$ cat src/rtl/reg_bus_arbiter_if.sv
// Bundle of SPI-side, internal-fabric and register-bank signals around reg_bus_arbiter.
// slave is the arbiter's view; master is the surrounding logic (SPI block, control FSMs, bank).
interface reg_bus_arbiter_if #(
  parameter int ADDR_W = 6,
  parameter int DATA_W = 8
);
  logic [ADDR_W-1:0] spi_addr;
  logic              spi_write;
  logic              spi_new_req;
  logic [DATA_W-1:0] spi_wdata;
  logic [DATA_W-1:0] spi_rdata;
  logic              spi_in_trans;

  logic              int_req;
  logic              int_we;
  logic [ADDR_W-1:0] int_addr;
  logic [DATA_W-1:0] int_wdata;
  logic              int_ack;
  logic [DATA_W-1:0] int_rdata;

  logic              bank_en;
  logic              bank_we;
  logic [ADDR_W-1:0] bank_addr;
  logic [DATA_W-1:0] bank_wdata;
  logic [DATA_W-1:0] bank_rdata;

  logic              spi_overrun;
  logic              spi_wr_err;
  logic [2:0]        dbg_state;

  modport slave (
    input  spi_addr, spi_write, spi_new_req, spi_wdata, spi_in_trans,
    input  int_req, int_we, int_addr, int_wdata,
    input  bank_rdata,
    output spi_rdata, int_ack, int_rdata,
    output bank_en, bank_we, bank_addr, bank_wdata,
    output spi_overrun, spi_wr_err, dbg_state
  );

  modport master (
    output spi_addr, spi_write, spi_new_req, spi_wdata, spi_in_trans,
    output int_req, int_we, int_addr, int_wdata,
    output bank_rdata,
    input  spi_rdata, int_ack, int_rdata,
    input  bank_en, bank_we, bank_addr, bank_wdata,
    input  spi_overrun, spi_wr_err, dbg_state
  );
endinterface

$ cat src/rtl/reg_bus_arbiter.sv
// Fixed-priority arbiter sharing the single-port register bank between SPI and the internal fabric.
// Optional RO_PROTECT_EN: SPI writes at or above RO_BASE are turned into reads and flag spi_wr_err.
module reg_bus_arbiter #(
  parameter int ADDR_W  = 6,
  parameter int DATA_W  = 8,
  parameter int RO_BASE = 48
) (
  input  logic            clk,
  input  logic            n_rst,
  reg_bus_arbiter_if.slave bus
);

  // Handshakes: spi_new_req is a one-cycle pulse that is never refused; int_req is a level
  // held with its fields until the single-cycle int_ack, which marks completion.
  typedef enum logic [2:0] {IDLE, SPI_ACC, SPI_CAP, INT_ACC, INT_CAP} state_t;

  state_t            state, state_nx;
  logic              spi_pend;
  logic [ADDR_W-1:0] hold_addr;
  logic              hold_we;
  logic [DATA_W-1:0] hold_wdata;
  logic              acc_we;
  logic              bank_en_q, bank_we_q;
  logic [ADDR_W-1:0] bank_addr_q;
  logic [DATA_W-1:0] bank_wdata_q;
  logic [DATA_W-1:0] spi_rdata_q, int_rdata_q;
  logic              overrun_q, wr_err_q;

  logic              spi_req;
  logic [ADDR_W-1:0] spi_c_addr;
  logic              spi_c_we;
  logic [DATA_W-1:0] spi_c_wdata;
  logic              spi_ro;

  // A fresh pulse bypasses the holding register so an idle arbiter hits the bank next cycle.
  always_comb begin
    spi_req     = spi_pend | bus.spi_new_req;
    spi_c_addr  = bus.spi_new_req ? bus.spi_addr  : hold_addr;
    spi_c_we    = bus.spi_new_req ? bus.spi_write : hold_we;
    spi_c_wdata = bus.spi_new_req ? bus.spi_wdata : hold_wdata;
`ifdef RO_PROTECT_EN
    spi_ro      = spi_c_we && (spi_c_addr >= ADDR_W'(RO_BASE));
`else
    spi_ro      = 1'b0;
`endif
  end

  always_ff @(posedge clk) begin
    if (!n_rst) state <= IDLE;
    else        state <= state_nx;
  end

  // SPI_CAP arbitrates like IDLE; INT_CAP ignores int_req because it is still held during its ack.
  always_comb begin
    state_nx = state;
    case (state)
      IDLE, SPI_CAP: begin
        if (spi_req)          state_nx = SPI_ACC;
        else if (bus.int_req) state_nx = INT_ACC;
        else                  state_nx = IDLE;
      end
      SPI_ACC: state_nx = SPI_CAP;
      INT_ACC: state_nx = INT_CAP;
      INT_CAP: state_nx = spi_req ? SPI_ACC : IDLE;
      default: state_nx = IDLE;
    endcase
  end

  always_ff @(posedge clk) begin
    if (!n_rst) begin
      spi_pend     <= 1'b0;
      hold_addr    <= '0;
      hold_we      <= 1'b0;
      hold_wdata   <= '0;
      acc_we       <= 1'b0;
      bank_en_q    <= 1'b0;
      bank_we_q    <= 1'b0;
      bank_addr_q  <= '0;
      bank_wdata_q <= '0;
      spi_rdata_q  <= '0;
      int_rdata_q  <= '0;
      overrun_q    <= 1'b0;
      wr_err_q     <= 1'b0;
    end else begin
      bank_en_q <= 1'b0;
      bank_we_q <= 1'b0;
      if (bus.spi_new_req) begin
        hold_addr  <= bus.spi_addr;
        hold_we    <= bus.spi_write;
        hold_wdata <= bus.spi_wdata;
        if (spi_pend) overrun_q <= 1'b1;
      end
      if (state_nx == SPI_ACC)  spi_pend <= 1'b0;
      else if (bus.spi_new_req) spi_pend <= 1'b1;

      if (state_nx == SPI_ACC) begin
        bank_en_q    <= 1'b1;
        bank_we_q    <= spi_c_we & ~spi_ro;
        bank_addr_q  <= spi_c_addr;
        bank_wdata_q <= spi_c_wdata;
        acc_we       <= spi_c_we & ~spi_ro;
        if (spi_ro) wr_err_q <= 1'b1;
      end else if (state_nx == INT_ACC) begin
        bank_en_q    <= 1'b1;
        bank_we_q    <= bus.int_we;
        bank_addr_q  <= bus.int_addr;
        bank_wdata_q <= bus.int_wdata;
        acc_we       <= bus.int_we;
      end

      if (state == SPI_CAP && !acc_we) spi_rdata_q <= bus.bank_rdata;
      if (state == INT_CAP && !acc_we) int_rdata_q <= bus.bank_rdata;
    end
  end

  // int_rdata must be valid alongside int_ack, so the capture cycle forwards bank_rdata directly.
  assign bus.int_ack     = (state == INT_CAP);
  assign bus.int_rdata   = (state == INT_CAP && !acc_we) ? bus.bank_rdata : int_rdata_q;
  assign bus.spi_rdata   = spi_rdata_q;
  assign bus.bank_en     = bank_en_q;
  assign bus.bank_we     = bank_we_q;
  assign bus.bank_addr   = bank_addr_q;
  assign bus.bank_wdata  = bank_wdata_q;
  assign bus.spi_overrun = overrun_q;
  assign bus.dbg_state   = state;
`ifdef RO_PROTECT_EN
  assign bus.spi_wr_err  = wr_err_q;
`else
  assign bus.spi_wr_err  = 1'b0;
`endif

endmodule

$ cat src/flat_wrapper.sv
// flat-port wrapper written by rule: the top's interface ports become plain ports
module reg_bus_arbiter_flat 
#(
  parameter int ADDR_W  = 6,
  parameter int DATA_W  = 8,
  parameter int RO_BASE = 48
)
  (clk, n_rst, bus_spi_addr, bus_spi_write, bus_spi_new_req, bus_spi_wdata, bus_spi_in_trans, bus_int_req, bus_int_we, bus_int_addr, bus_int_wdata, bus_bank_rdata, bus_spi_rdata, bus_int_ack, bus_int_rdata, bus_bank_en, bus_bank_we, bus_bank_addr, bus_bank_wdata, bus_spi_overrun, bus_spi_wr_err, bus_dbg_state);
  reg_bus_arbiter_if #(.ADDR_W(ADDR_W), .DATA_W(DATA_W)) bus_i ();
  input  logic clk;
  input  logic n_rst;
  input wire logic [$bits(bus_i.spi_addr)-1:0] bus_spi_addr;
  input wire logic [$bits(bus_i.spi_write)-1:0] bus_spi_write;
  input wire logic [$bits(bus_i.spi_new_req)-1:0] bus_spi_new_req;
  input wire logic [$bits(bus_i.spi_wdata)-1:0] bus_spi_wdata;
  input wire logic [$bits(bus_i.spi_in_trans)-1:0] bus_spi_in_trans;
  input wire logic [$bits(bus_i.int_req)-1:0] bus_int_req;
  input wire logic [$bits(bus_i.int_we)-1:0] bus_int_we;
  input wire logic [$bits(bus_i.int_addr)-1:0] bus_int_addr;
  input wire logic [$bits(bus_i.int_wdata)-1:0] bus_int_wdata;
  input wire logic [$bits(bus_i.bank_rdata)-1:0] bus_bank_rdata;
  output wire logic [$bits(bus_i.spi_rdata)-1:0] bus_spi_rdata;
  output wire logic [$bits(bus_i.int_ack)-1:0] bus_int_ack;
  output wire logic [$bits(bus_i.int_rdata)-1:0] bus_int_rdata;
  output wire logic [$bits(bus_i.bank_en)-1:0] bus_bank_en;
  output wire logic [$bits(bus_i.bank_we)-1:0] bus_bank_we;
  output wire logic [$bits(bus_i.bank_addr)-1:0] bus_bank_addr;
  output wire logic [$bits(bus_i.bank_wdata)-1:0] bus_bank_wdata;
  output wire logic [$bits(bus_i.spi_overrun)-1:0] bus_spi_overrun;
  output wire logic [$bits(bus_i.spi_wr_err)-1:0] bus_spi_wr_err;
  output wire logic [$bits(bus_i.dbg_state)-1:0] bus_dbg_state;
  assign bus_i.spi_addr = bus_spi_addr;
  assign bus_i.spi_write = bus_spi_write;
  assign bus_i.spi_new_req = bus_spi_new_req;
  assign bus_i.spi_wdata = bus_spi_wdata;
  assign bus_i.spi_in_trans = bus_spi_in_trans;
  assign bus_i.int_req = bus_int_req;
  assign bus_i.int_we = bus_int_we;
  assign bus_i.int_addr = bus_int_addr;
  assign bus_i.int_wdata = bus_int_wdata;
  assign bus_i.bank_rdata = bus_bank_rdata;
  assign bus_spi_rdata = bus_i.spi_rdata;
  assign bus_int_ack = bus_i.int_ack;
  assign bus_int_rdata = bus_i.int_rdata;
  assign bus_bank_en = bus_i.bank_en;
  assign bus_bank_we = bus_i.bank_we;
  assign bus_bank_addr = bus_i.bank_addr;
  assign bus_bank_wdata = bus_i.bank_wdata;
  assign bus_spi_overrun = bus_i.spi_overrun;
  assign bus_spi_wr_err = bus_i.spi_wr_err;
  assign bus_dbg_state = bus_i.dbg_state;
  reg_bus_arbiter #(.ADDR_W(ADDR_W), .DATA_W(DATA_W), .RO_BASE(RO_BASE)) u_core (.clk(clk), .n_rst(n_rst), .bus(bus_i));
endmodule
$ cat config.mk
export PLATFORM = sky130hd
export DESIGN_NAME = reg_bus_arbiter_flat
export DESIGN_NICKNAME = d
export VERILOG_FILES = /design/src/rtl/reg_bus_arbiter_if.sv /design/src/rtl/reg_bus_arbiter.sv /design/src/flat_wrapper.sv
export SDC_FILE = /design/constraint.sdc
export NUM_CORES = 1
export LEC_CHECK = 0
export BUFFER_PORTS_ARGS = -buffer_cell sky130_fd_sc_hd__buf_2
export CAP_MARGIN = 20
export CELL_PAD_IN_SITES_DETAIL_PLACEMENT = 0
export CELL_PAD_IN_SITES_GLOBAL_PLACEMENT = 1
export CORE_AREA = 2 2 85 79
export CTS_CLUSTER_SIZE = 30
export DETAILED_ROUTE_END_ITERATION = 8
export DIE_AREA = 0 0 87 81
export PLACE_DENSITY_LB_ADDON = 0.1
export SETUP_SLACK_MARGIN = 0.2
export SYNTH_ARGS = -nofsm -noshare
export SYNTH_HDL_FRONTEND = slang
export SYNTH_SLANG_ARGS = --single-unit
$ cat constraint.sdc
create_clock -name clk -period 2.7 [get_ports clk]
set_clock_uncertainty 0.15 [all_clocks]
set_input_delay 0.135 -clock clk [delete_from_list [all_inputs] [get_ports clk]]
set_output_delay 0.135 -clock clk [all_outputs]
set_load 0.01 [all_outputs]
==> results.yml <==
cts:
  cts-root-buf: "clkbuf_8"
  cts.sinks: 53
  clock_path_buffers: 2
  clk_pin_slew_ns: 0.09
  holdBufCountCts: 26
  cts_resized: 0
  insertion_delay_ns: 0.30
  cts_tree: "built"
  post_cts_buffers: 0
  cts_buffers: 5
  cts.htree.levels: 2
worst_setup_path:
  cpLargestDelayFamily: "flip-flops"
  crit_path_end_kind: "primary output"
  worstPathMaxFanout: 6
  crit_type: "flip-flop to primary output"
  crit_path_max_incr_delay_ns: 0.47
  cp.required_ns: 2.41
  cp_num_buf_inv: 2
  path_cells: "nor3b_1 -> nor2b_1 -> buf_4 -> mux2_2 -> buf_2"
  startpoint_type: "flip-flop"
  cp_slowest_cell: "dfxtp_1"
  rrSetupSlack_ns: 0.65
  arrival_ns: 1.86
cells_and_area:
  fill_cells: 637
  drive_gt1_share_pct: 36.10
  final_util_pct: 46.99
  area_growth_syn_to_layout_pct: 37.56
  insertedDiodeCount: 0
  fin_nets: 355
sta:
  drv_slew: 0
  fmax_ghz: 0.4671
  fin_setup_tns_ns: 0
  hold_viol: 0
  rsz0062_at_grt: "no"
  min_period_over_period_pct: 79.30
  setup_violations: 0
  hold_ws_ns: 0.02341
  period_needed_ns: 2.141
synth:
  synth_edf_count: 0
  syn_nets: 250
  synthAdderAreaFrac_pct: 0
  synth_area_leaders: "dfxtp_1 50%, mux2i_1 13%, mux2_2 5.3%"
  synthesis.area_um2: 2142
  ys_seq_area_share_pct: 49.53
  yosys.area.top_type: "dfxtp_1"
  yosys_warnings: 0
  synth_xor_area_share_pct: 0
  synth_common_cells: "53 x dfxtp_1, 27 x mux2i_1, 21 x nand2_1"
  synth_top_area_share_pct: 49.53
  synth.most_common_cell: "dfxtp_1"
  synth_top_family_by_area: "multiplexers"
  synth_cells: 207
  syn_avg_cell_area_um2: 10.35
  synth_ff_type: "dfxtp_1"
  ys_ff_latch: 53
  async_flop_share_pct: 0
  yosysUniqueCellTypes: 28
  yosys.area_share.simple_pct: 14.72
  synth_compound_area_share_pct: 13.08
  synthMuxAreaShare_pct: 17.87
power_and_ir_drop:
  p_clk_share_pct: 26.9
  p_sw_uw: 418.1
  switching_share_pct: 26.30
  p_int_uw: 1172
  power_density_nw_per_um2: 539.5
  vdd_drop_max_mv: 0.2041
  combPwrFrac_pct: 19.0
  p_total_uw: 1590
  p_leak_uw: 0.001386
  pwr-share-seq_pct: 54.1
floorplan:
  initial_core_util_pct: 34.16
  die-area_um2: 7047
  die_x_um: 87
  core.rowCount: 28
  coreArea_um2: 6271
  die_h_um: 81
  io-pin-count: 81
routing:
  vias_per_cell: 4.487
  drt_wl_total_mm: 4.942
  drc: 0
  detail_route.wl_per_cell_um: 12.74
  via_count: 1741
  dr.first_iter.drc_count: 31
  ant_nets: 0
  drtPass1Iterations: 4
global_route:
  grt_antenna_before_repair: 0
  grt_overflow: 0
  grt_pass1_vias: 1632
  grt_max_degree: 31
  grt_pass1_wl_mm: 7.859
  grt_usage_pct: 14.36
status:
  status: "finished clean"
placement:
  hpwl_mm: 3.394
  gp_congestion: 0.6941
  portBuffers: 78
run:
  max_cap_viol_count: 0
hold_path:
  hold_path_class: "input pin to flip-flop"
==> final timing paths <==
check	startpoint	to	cells past startpoint
setup reg to reg	u_core.bus.dbg_state[0]	u_core.bus.bank_wdata[5]	5
setup / recovery	u_core.bus.dbg_state[2]	bus_int_rdata[6]	5
hold reg to reg	u_core.bus.spi_rdata[3]	u_core.bus.spi_rdata[3]	2
hold / removal	bus_int_addr[1]	u_core.bus.bank_addr[1]	3
==> state kept, by name, summed over array words and instances, names as in the netlist, 3 cells and up <==
| name | flops |
|---|---|
| u_core.bus.bank_addr | 6 |
| u_core.bus.bank_wdata | 8 |
| u_core.bus.dbg_state | 3 |
| u_core.bus.spi_rdata | 8 |
| u_core.hold_addr | 6 |
| u_core.hold_wdata | 8 |
| u_core.int_rdata_q | 8 |
==> placed cells by master, fill, tap and decap left out, types with 9 or more instances in the layout <==
master,n
dfxtp_1,53
nor2b_1,9
o21ai_0,12
dlygate4sd3_1,26
mux2_2,10
mux2i_1,27
and2_1,9
nand2_1,21
buf_2,78
a21oi_2,9
==> cell type report <==
cell class / instances / area, um2 / area share [%]
tap: 75 / 93.84 / 3.185
multi-input combinational: 136 / 985.9 / 33.46
inverter: 4 / 15.01 / 0.5096
clock buffer: 8 / 80.08 / 2.718
sequential: 53 / 1061 / 36.01
timing repair buffer: 112 / 710.7 / 24.12
==> power groups by stage <==
stage / Sequential, uW / Combinational (uW) / Clock [uW]
after floorplan: 890 / 164 / 0
after global placement: 878 / 276 / 0
after detailed placement: 879 / 277 / 0
after CTS: 861 / 307 / 452
after global routing: 868 / 335 / 482
final: 860 / 302 / 427
==> worst reg2reg max path, cell delays in order, from the launching register on <==
cell and delay (ns):
dfxtp_1 0.42, or4b_4 0.53, a21oi_4 0.20, buf_4 0.29, mux2i_1 0.28, a21oi_2 0.07
==> cells by family after synthesis <==
logic type	Yosys count
AO/OA/AOI/OAI	41
buffers and inverters	18
flip-flops	53
multiplexers	37
other	1
AND/OR/NAND/NOR	57
==> per-layer routing <==
| layer | vias to the layer above | track usage, % | part of all wire (%) |
|---|---|---|---|
| li1 | 909 | - | - |
| met1 | 781 | 19.07 | 48 |
| met2 | 46 | 23.05 | 46 |
| met3 | 5 | 3.455 | 4.9 |
| met4 | 0 | 4.531 | 0.93 |
| met5 | - | 0 | 0 |
==> per-stage QoR <==
step,std cells,setup slack (ns),area (um2)
floorplan,207,0.7057,2142
global placement,354,0.6725,2606
CTS,388,0.5342,2947
finish,388,0.5590,2947
global route,388,0.3844,2947
detailed placement,354,0.6393,2606
(Power assumes the default switching activity.)
